--- src/rtl/pe_in_seq.sv ---
// pe_in_seq -- front-end sequencer that builds the PE input packet for the
// CNN PE + pool/ReLU pipeline.
//
// A job is one kernel load followed by one activation stream:
//   IDLE  -> wait for start, latch the job size
//   LOAD  -> accept cfg_wdep+1 weight words, write them to PE buffer B
//   COMP  -> accept cfg_nvec+1 activation vectors, drive each onto A with
//            the B read address that pairs with it (cycles through 0..cfg_wdep)
//   DRAIN -> give the PE/pool pipeline a fixed time to empty, then pulse done
//
// Every packet output is a register loaded one cycle after the handshake
// that produced it. busy/pe_state/done are on that same output timeline.
// Because of this, the done cycle still shows busy=1 and pe_state=HOLD, and
// the cycle after it shows IDLE.
//
// Ports
//   clk, reset         rising-edge clock, async active-low reset
//   start              job start pulse (only honoured in IDLE)
//   cfg_wdep/cfg_nvec  weight count-1 / vector count-1, latched on start
//   w_valid/w_ready/w_data   weight stream (ready only in LOAD)
//   a_valid/a_ready/a_data   activation stream (ready only in COMP)
//   pe_state           0 IDLE, 1 LOAD, 2 COMP (A valid), 3 HOLD (no A beat)
//   wrb/wrb_addr/wrb_data    B-buffer write port
//   rdb_addr, A        B read address and activation vector to the PE
//   busy, done         job in progress / one-cycle end-of-job pulse

// One activation lane of the A output register.
module pe_in_lane #(
  parameter int DATA_WID = 16
) (
  input  logic                clk,
  input  logic                reset,
  input  logic                en,
  input  logic [DATA_WID-1:0] d,
  output logic [DATA_WID-1:0] q
);
  always_ff @(posedge clk or negedge reset)
    if (!reset)  q <= '0;
    else if (en) q <= d;
endmodule

module pe_in_seq #(
  parameter int DATA_WID  = 16,
  parameter int ICP_NUM   = 8,
  parameter int ADDR_B    = 6,
  parameter int DRAIN_CYC = 6
) (
  input  logic                        clk,
  input  logic                        reset,
  input  logic                        start,
  input  logic [ADDR_B-1:0]           cfg_wdep,
  input  logic [15:0]                 cfg_nvec,
  input  logic                        w_valid,
  output logic                        w_ready,
  input  logic [DATA_WID-1:0]         w_data,
  input  logic                        a_valid,
  output logic                        a_ready,
  input  logic [ICP_NUM*DATA_WID-1:0] a_data,
  output logic [1:0]                  pe_state,
  output logic                        wrb,
  output logic [ADDR_B-1:0]           wrb_addr,
  output logic [DATA_WID-1:0]         wrb_data,
  output logic [ADDR_B-1:0]           rdb_addr,
  output logic [ICP_NUM*DATA_WID-1:0] A,
  output logic                        busy,
  output logic                        done
);
  localparam int DCW = (DRAIN_CYC > 1) ? $clog2(DRAIN_CYC) : 1;

  localparam logic [1:0] PE_IDLE = 2'd0;
  localparam logic [1:0] PE_LOAD = 2'd1;
  localparam logic [1:0] PE_COMP = 2'd2;
  localparam logic [1:0] PE_HOLD = 2'd3;

  typedef enum logic [1:0] {S_IDLE, S_LOAD, S_COMP, S_DRAIN} st_t;

  typedef struct packed {
    logic                en;
    logic [ADDR_B-1:0]   addr;
    logic [DATA_WID-1:0] data;
  } wr_beat_t;

  st_t st, st_nxt;

  logic [ADDR_B-1:0] wdep_q;
  logic [15:0]       nvec_q;
  logic [ADDR_B-1:0] wcnt;
  logic [ADDR_B-1:0] rcnt;
  logic [15:0]       vcnt;
  logic [DCW-1:0]    dcnt;

  logic start_acc, w_fire, a_fire, drain_end;

  wr_beat_t   wr_q;
  logic [1:0] pe_q;
  logic       busy_q, done_q;

  // ---------------- FSM ----------------
  always_ff @(posedge clk or negedge reset)
    if (!reset) st <= S_IDLE;
    else        st <= st_nxt;

  always_comb begin
    st_nxt    = st;
    w_ready   = 1'b0;
    a_ready   = 1'b0;
    start_acc = 1'b0;
    w_fire    = 1'b0;
    a_fire    = 1'b0;
    drain_end = 1'b0;
    case (st)
      S_IDLE: begin
        if (start) begin
          start_acc = 1'b1;
          st_nxt    = S_LOAD;
        end
      end
      S_LOAD: begin
        w_ready = 1'b1;
        w_fire  = w_valid;
        if (w_valid && (wcnt == wdep_q)) st_nxt = S_COMP;
      end
      S_COMP: begin
        // The PE never stalls, so every offered vector is taken.
        a_ready = 1'b1;
        a_fire  = a_valid;
        if (a_valid && (vcnt == nvec_q)) st_nxt = S_DRAIN;
      end
      S_DRAIN: begin
        drain_end = (dcnt == DCW'(DRAIN_CYC - 1));
        if (drain_end) st_nxt = S_IDLE;
      end
      default: st_nxt = S_IDLE;
    endcase
  end

  // ---------------- job counters ----------------
  // Limits come from the latched job size, so a counter is always left (or
  // wrapped explicitly) before it could run past its range in a way that
  // matters.
  always_ff @(posedge clk or negedge reset) begin
    if (!reset) begin
      wdep_q <= '0;
      nvec_q <= '0;
      wcnt   <= '0;
      rcnt   <= '0;
      vcnt   <= '0;
      dcnt   <= '0;
    end else begin
      if (start_acc) begin
        wdep_q <= cfg_wdep;
        nvec_q <= cfg_nvec;
        wcnt   <= '0;
        rcnt   <= '0;
        vcnt   <= '0;
        dcnt   <= '0;
      end
      if (w_fire) wcnt <= wcnt + 1'b1;
      if (a_fire) begin
        // B read address walks the loaded kernel and wraps to its start.
        rcnt <= (rcnt == wdep_q) ? '0 : rcnt + 1'b1;
        vcnt <= vcnt + 1'b1;
      end
      if (st == S_DRAIN) dcnt <= dcnt + 1'b1;
    end
  end

  // ---------------- registered packet outputs ----------------
  always_ff @(posedge clk or negedge reset) begin
    if (!reset) begin
      wr_q     <= '0;
      rdb_addr <= '0;
      pe_q     <= PE_IDLE;
      busy_q   <= 1'b0;
      done_q   <= 1'b0;
    end else begin
      wr_q.en <= w_fire;
      if (w_fire) begin
        wr_q.addr <= wcnt;
        wr_q.data <= w_data;
      end
      if (a_fire) rdb_addr <= rcnt;
      // busy covers the done cycle: it tracks the state the FSM was in when
      // the outputs were loaded.
      busy_q <= (st != S_IDLE) || start_acc;
      done_q <= drain_end;
      case (st)
        S_IDLE:  pe_q <= start_acc ? PE_LOAD : PE_IDLE;
        S_LOAD:  pe_q <= PE_LOAD;
        S_COMP:  pe_q <= a_fire ? PE_COMP : PE_HOLD;
        S_DRAIN: pe_q <= PE_HOLD;
        default: pe_q <= PE_IDLE;
      endcase
    end
  end

  // A is held per lane; lanes only load on an accepted vector, so bubbles
  // and drain keep the last vector on the bus.
  logic [ICP_NUM-1:0][DATA_WID-1:0] a_lane_d, a_lane_q;
  assign a_lane_d = a_data;

  for (genvar g = 0; g < ICP_NUM; g++) begin : g_lane
    pe_in_lane #(.DATA_WID(DATA_WID)) u_lane (
      .clk   (clk),
      .reset (reset),
      .en    (a_fire),
      .d     (a_lane_d[g]),
      .q     (a_lane_q[g])
    );
  end

  assign A        = a_lane_q;
  assign wrb      = wr_q.en;
  assign wrb_addr = wr_q.addr;
  assign wrb_data = wr_q.data;
  assign pe_state = pe_q;
  assign busy     = busy_q;
  assign done     = done_q;

endmodule
--- config.mk ---
export PLATFORM = sky130hd
export DESIGN_NAME = pe_in_seq
export DESIGN_NICKNAME = d
export VERILOG_FILES = /design/src/rtl/pe_in_seq.sv
export SDC_FILE = /design/constraint.sdc
export NUM_CORES = 1
export LEC_CHECK = 0
export ABC_AREA = 1
export BUFFER_PORTS_ARGS = -buffer_cell sky130_fd_sc_hd__clkbuf_2
export CELL_PAD_IN_SITES_DETAIL_PLACEMENT = 2
export CELL_PAD_IN_SITES_GLOBAL_PLACEMENT = 2
export CORE_ASPECT_RATIO = 0.75
export CORE_MARGIN = 5
export CORE_UTILIZATION = 28
export CTS_BUF_LIST = sky130_fd_sc_hd__clkbuf_4 sky130_fd_sc_hd__clkbuf_8 sky130_fd_sc_hd__clkbuf_16
export CTS_CLUSTER_DIAMETER = 100
export CTS_CLUSTER_SIZE = 10
export DETAILED_ROUTE_END_ITERATION = 8
export PLACE_DENSITY = 0.86
export SLEW_MARGIN = 20
export SYNTH_ARGS = -nofsm -noshare
export SYNTH_HDL_FRONTEND = slang
export SYNTH_SLANG_ARGS = --single-unit
--- constraint.sdc ---
create_clock -name clk -period 2.36 [get_ports clk]
set_clock_uncertainty 0.2 [all_clocks]
set_input_delay 0.472 -clock clk [delete_from_list [all_inputs] [get_ports clk]]
set_output_delay 0.472 -clock clk [all_outputs]
set_load 0.02 [all_outputs]
==> impl_metrics.ini, run 1 <==
[job]
drv_cap = 0

[routing]
viasPerCell = 4.69
vias = 9277
wl_per_cell_um = 22.0
ant_nets = 0
drt_iter0_drc = 493
drt-pass1-iter-count = 4
drc = 0
postRouteWirelength_mm = 43.5

[yosys]
ys_types = 31
ys_top_cells_by_area = dfrtp_1 (60%), nand2_1 (23%), inv_1 (2.6%)
synth.avg_cell_area_sq_um = 8.44
ys_warn_count = 0
syn_area_sq_um = 8980
synthCells = 1064
synth_fp_nets = 1245
synth_top_cell_by_area = dfrtp_1
yosysSeqAreaShare_pct = 60.2
ys_seq_elements = 216
yosysTopAreaCellShare_pct = 60.2

[critical_path]
cp-end-kind = output port
arrival_ns = 1.56
reg2regPathDepth = 8
worst_path_max_delay_cell = dfrtp_1
critPathTopFamily = flip-flops
reg2reg_to = wcnt[4]
r2r_setup_slack_ns = 0.22
slowest_delay_ns = 0.42
crit_fanout = 4
path_buf_inv = 2
critPathLaunchType = register
crit_end = w_ready
criticalPathCategory = reg2out
crit_required_ns = 1.69
crit_chain = inv_1 > ha_1 > clkbuf_2
reg2reg_from = st[1]
cp.depth = 3
cp-startpoint = st[1]

[floorplan]
initial_core_util_pct = 28.5
io_pins = 334
die_h_um = 165
fp.coreArea_sq_um = 31500
rows = 56
fp.dieW_um = 217
die_area_sq_um = 35800

[final_layout]
fillCellCount = 3453
syn2layout_area_growth_pct = 50.9
layout-drive-gt1-share_pct = 25.4
stdcell_area_sq_um = 13500
layout.nets = 1749

[cts]
numCtsBuffers = 25
h-tree-depth = 1
cts.sinks = 216
root_buffer = clkbuf_16
clk_pin_slew_worst_paths_ns = 0.06
cts_tree = done
clock_latency_ns = 0.53
cts_buffer_depth = 3

[global_routing]
antenna_found_initial = 4
grt_max_degree = 85
grt_pass1_vias = 11107
grt_pass1_wl_mm = 65.7
grt_overflow_total = 0
grt_usage_pct = 23.7

[timing]
slew_viol_final = 0
setup_tns_ns = 0
hold_violations = 0
tightest_slew_ns = 0.491
period_share_pct = 94.6
max_slew_margin_pct = 67.3
rsz0062_at_grt = no
timing.fmax_ghz = 0.448
finalSetupViolCount = 0
min_period_ns = 2.23

[pwr]
power_density_nw_per_um2 = 1280
peakVddDrop_mv = 0.460
power_leakage_nw = 7.40

[placed_design]
port_buffers = 333
dp_hpwl_mm = 25.5
dpl_cell_area_sq_um = 11200
gp_congestion = 0.781

[outcome]
status = complete, no violations

[hold_path]
hp-class = in2reg
-- routing by layer --
layer	GRT usage [%]	part of all wire [%]
met3	5.21	4.5
met1	25.2	37
met5	0	0.030
met4	11.0	5.2
met2	44.9	53
-- cell type report --
| cell class | instances | area [sq um] | area share (%) |
|---|---|---|---|
| Sequential cell | 216 | 5410 | 39.9 |
| Timing Repair Buffer | 517 | 3560 | 26.3 |
| Inverter | 67 | 254 | 1.88 |
| Tap cell | 406 | 508 | 3.75 |
| Clock buffer | 25 | 626 | 4.62 |
| Clock inverter | 1 | 30.0 | 0.222 |
| Antenna cell | 3 | 7.51 | 0.0554 |
| Multi-Input combinational cell | 741 | 3150 | 23.3 |
-- cells in the final DEF, fill, tap and decap left out, types with 2 or more instances in the layout --
master	instances
dfrtp_1	216
clkbuf_2	332
nor2_2	4
diode_2	3
nand4_1	2
a21oi_1	7
buf_12	7
inv_2	4
nor2_1	51
xor2_1	7
inv_1	61
nor3_1	5
o21ai_1	5
clkbuf_16	25
nand2_2	5
buf_4	10
o21ai_0	45
xnor2_1	3
ha_1	9
o22ai_1	10
nand3_1	17
nand3_2	2
nor2_4	3
dlygate4sd3_1	167
nand2_1	556
-- repair_timing --
| action | in CTS | in global routing |
|---|---|---|
| hold buffers | 167 | 0 |
| buffers inserted | 0 | 0 |
| endpoints found under the hold margin | 217 | 0 |
| endpoints found under the setup margin | 0 | 1 |
| gates resized for setup | 0 | 1 |
-- flip-flops by register name, indices dropped and copies added, names as in the netlist, 3 cells and up --
register,cells
wrb_data,16
wrb_addr,6
rcnt,6
wdep_q,6
nvec_q,16
rdb_addr,6
vcnt,16
wcnt,6
dcnt,3
g_lane.u_lane.q,128
-- logic make-up after synthesis --
kind of cell | Yosys count | synth area share [%]
compound gates | 74 | 4.50
flops | 216 | 60.2
simple gates | 647 | 28.1
xor+xnor | 10 | 0.976
fa+ha+maj | 10 | 1.39
buf+inv | 107 | 4.82
-- power by group --
group	internal, W	total (W)	leakage, nW	switching, W
clock network	0.00197	0.00352	0.322	0.00155
logic	0.00228	0.00737	4.33	0.00509
registers	0.00523	0.00640	2.74	0.00117
total	0.00948	0.0173	7.40	0.00781
-- worst min-delay path, stage by stage --
cell and delay, ns:
clkbuf_2 0.09, nand2_1 0.07, nand2_1 0.12
-- Yosys cell counts, drive strengths merged --
cell type / number
xor2: 7
a22o: 1
dfrtp: 216
a31oi: 1
nand2: 562
o32ai: 1
o22ai: 10
clkbuf: 14
a21oi: 8
nor2: 58
ha: 10
o21bai: 1
nor3b: 1
nand4: 2
clkinv: 1
a21boi: 1
o21ai: 50
nor3: 5
o41ai: 1
buf: 26
nand3: 19
inv: 66
xnor2: 3
-- worst min path at each step --
stage,from,endpoint,slack (ns),depth (start not counted)
final,a_data[14],g_lane[0].u_lane.q[14],0.08,3
after global routing,a_data[14],g_lane[0].u_lane.q[14],0.08,3
after global placement,reset,nvec_q[14],0.25,1
after CTS,a_data[14],g_lane[0].u_lane.q[14],0.001,3
after floorplan,reset,busy,-0.02,0
after detailed placement,reset,g_lane[7].u_lane.q[1],0.26,1
-- metrics by stage --
step / cells / utilization [%] / worst slack, ns / hold slack [ns] / power (W)
floorplan: 1064 / - / 0.502 / -0.0236 / 0.0101
finish: 1976 / 43.0 / 0.128 / 0.0824 / 0.0173
CTS: 1973 / 43.0 / 0.0245 / 0.00142 / 0.0169
detailed placement: 1780 / 35.6 / 0.266 / 0.258 / 0.0131
global route: 1976 / 43.0 / 0.0335 / 0.0815 / 0.0184
global placement: 1780 / 35.6 / 0.354 / 0.253 / 0.0126
No activity file was read; power rests on OpenSTA's default activity.
==> run 2: changes to the inputs <==
Settings changed: CORE_UTILIZATION 28 to 25, PLACE_DENSITY 0.86 to 0.81.
Clock period 2.36 ns to 1.86 ns, I/O delays scaled along.
==> impl_metrics.ini, run 2 (synthesized netlist as in run 1, its figures left out) <==
[outcome]
status = complete, but fails checks
violations = negative setup slack

[placed_design]
port_buffers = 333
dp_hpwl_mm = 25.4
gp_congestion = 0.801
pre_cts_ws_ns = -0.121

[routing]
ant_nets = 0
wl_per_cell_um = 20.9
drt_iter0_drc = 338
drt-pass1-iter-count = 4
drc = 0
postRouteWirelength_mm = 43.2
viasPerCell = 4.57
vias = 9427

[final_layout]
layout.nets = 1774
syn2layout_area_growth_pct = 56.3
fillCellCount = 3994
regMostFlops = g_lane.u_lane.q
final_common_cell = nand2_1
layout-drive-gt1-share_pct = 27.3
largest_register_ff_count = 128
final_cell_mix = nand2_1 (552), clkbuf_2 (330), dfrtp_1 (216), dlygate4sd3_1 (168), inv_1 (59)

[pwr]
total_power_w = 0.0223
peakVddDrop_mv = 0.561
power_leakage_nw = 7.58
power_density_nw_per_um2 = 1590

[critical_path]
crit_required_ns = 1.29
criticalPathCategory = reg2out
arrival_ns = 1.45
critPathLaunchType = register
cp-end-kind = output port
crit_fanout = 4

[timing]
max_slew_margin_pct = 67.3
finalSetupViolCount = 41
rsz0062_at_grt = yes
hold_violations = 0
slew_viol_final = 0
setup_ws_ns = -0.159
tightest_slew_ns = 0.491
timing.fmax_ghz = 0.495
fin_hold_ws_ns = 0.167
period_share_pct = 109
min_period_ns = 2.02

[job]
drv_cap = 0

[cts]
clock_latency_ns = 0.51
clk_pin_slew_worst_paths_ns = 0.06
root_buffer = clkbuf_16
cts_buffer_depth = 3
cts_tree = done
h-tree-depth = 1
numCtsBuffers = 25
cts.sinks = 216

[global_routing]
antenna_found_initial = 5
grt_usage_pct = 20.4
grt_overflow_total = 0
grt_pass1_vias = 11224
grt_pass1_wl_mm = 65.5
grt_max_degree = 103

[floorplan]
io_pins = 334
fp.dieW_um = 229
rows = 60
die_area_sq_um = 39800
fp.coreArea_sq_um = 35700
initial_core_util_pct = 25.2
die_h_um = 174

[hold_path]
hp-class = in2async
run 2: where the power goes:
| part | internal [W] | total (W) | switching, W |
|---|---|---|---|
| logic | 0.00327 | 0.00985 | 0.00658 |
| registers | 0.00664 | 0.00809 | 0.00145 |
| clock network | 0.00249 | 0.00441 | 0.00192 |
run 2: worst max-delay path: stages (launching register included):
cell,delay (ns)
dfrtp_1,0.46
ha_4,0.21
buf_6,0.13
buf_8,0.12
run 2: area by class of cell:
type | count | area, sq um | share of cell area, %
Antenna cell | 5 | 12.5 | 0.0892
Tap cell | 465 | 582 | 4.15
Clock inverter | 1 | 30.0 | 0.214
Timing Repair Buffer | 542 | 3890 | 27.7
Inverter | 67 | 264 | 1.88
Sequential cell | 216 | 5410 | 38.5
Multi-Input combinational cell | 741 | 3220 | 23.0
Clock buffer | 25 | 626 | 4.46
run 2: metal layers:
layer | track usage [%] | wire length (um) | vias up
met1 | 22.4 | 16300 | 4728
met5 | 0 | 0 | -
met2 | 38.1 | 22800 | 281
met3 | 4.83 | 2030 | 118
li1 | - | - | 4300
met4 | 8.46 | 2070 | 0
run 2: worst paths after layout:
kind | start | to | slack [ns] | cells past startpoint
worst max-delay path | st[1] | a_ready | -0.16 | 3
worst min-delay path | reset | nvec_q[6] | 0.17 | 2
worst max register to register | st[1] | vcnt[5] | -0.11 | 9
worst min register to register | wrb_data[11] | wrb_data[11] | 0.28 | 2
max in group asynchronous | reset | g_lane[6].u_lane.q[4] | 0.64 | 3
min in group clk | w_valid | wrb_addr[4] | 0.20 | 4
run 2: what timing repair did:
action	CTS	global route
endpoints found under the setup margin	41	131
gates cloned	0	3
hold buffers	168	0
buffers inserted	4	5
gates resized for setup	14	22
hold endpoints to repair	362	0
run 2: through the flow:
stage | setup TNS [ns] | util, % | cells | area [sq um]
final | -2.02 | 39.4 | 2062 | 14000
after global routing | -5.36 | 39.4 | 2062 | 14000
after CTS | -0.328 | 38.8 | 2049 | 13800
after detailed placement | -1.36 | 32.0 | 1851 | 11400
after global placement | 0 | 32.0 | 1851 | 11400
after floorplan | 0 | - | 1064 | 8980
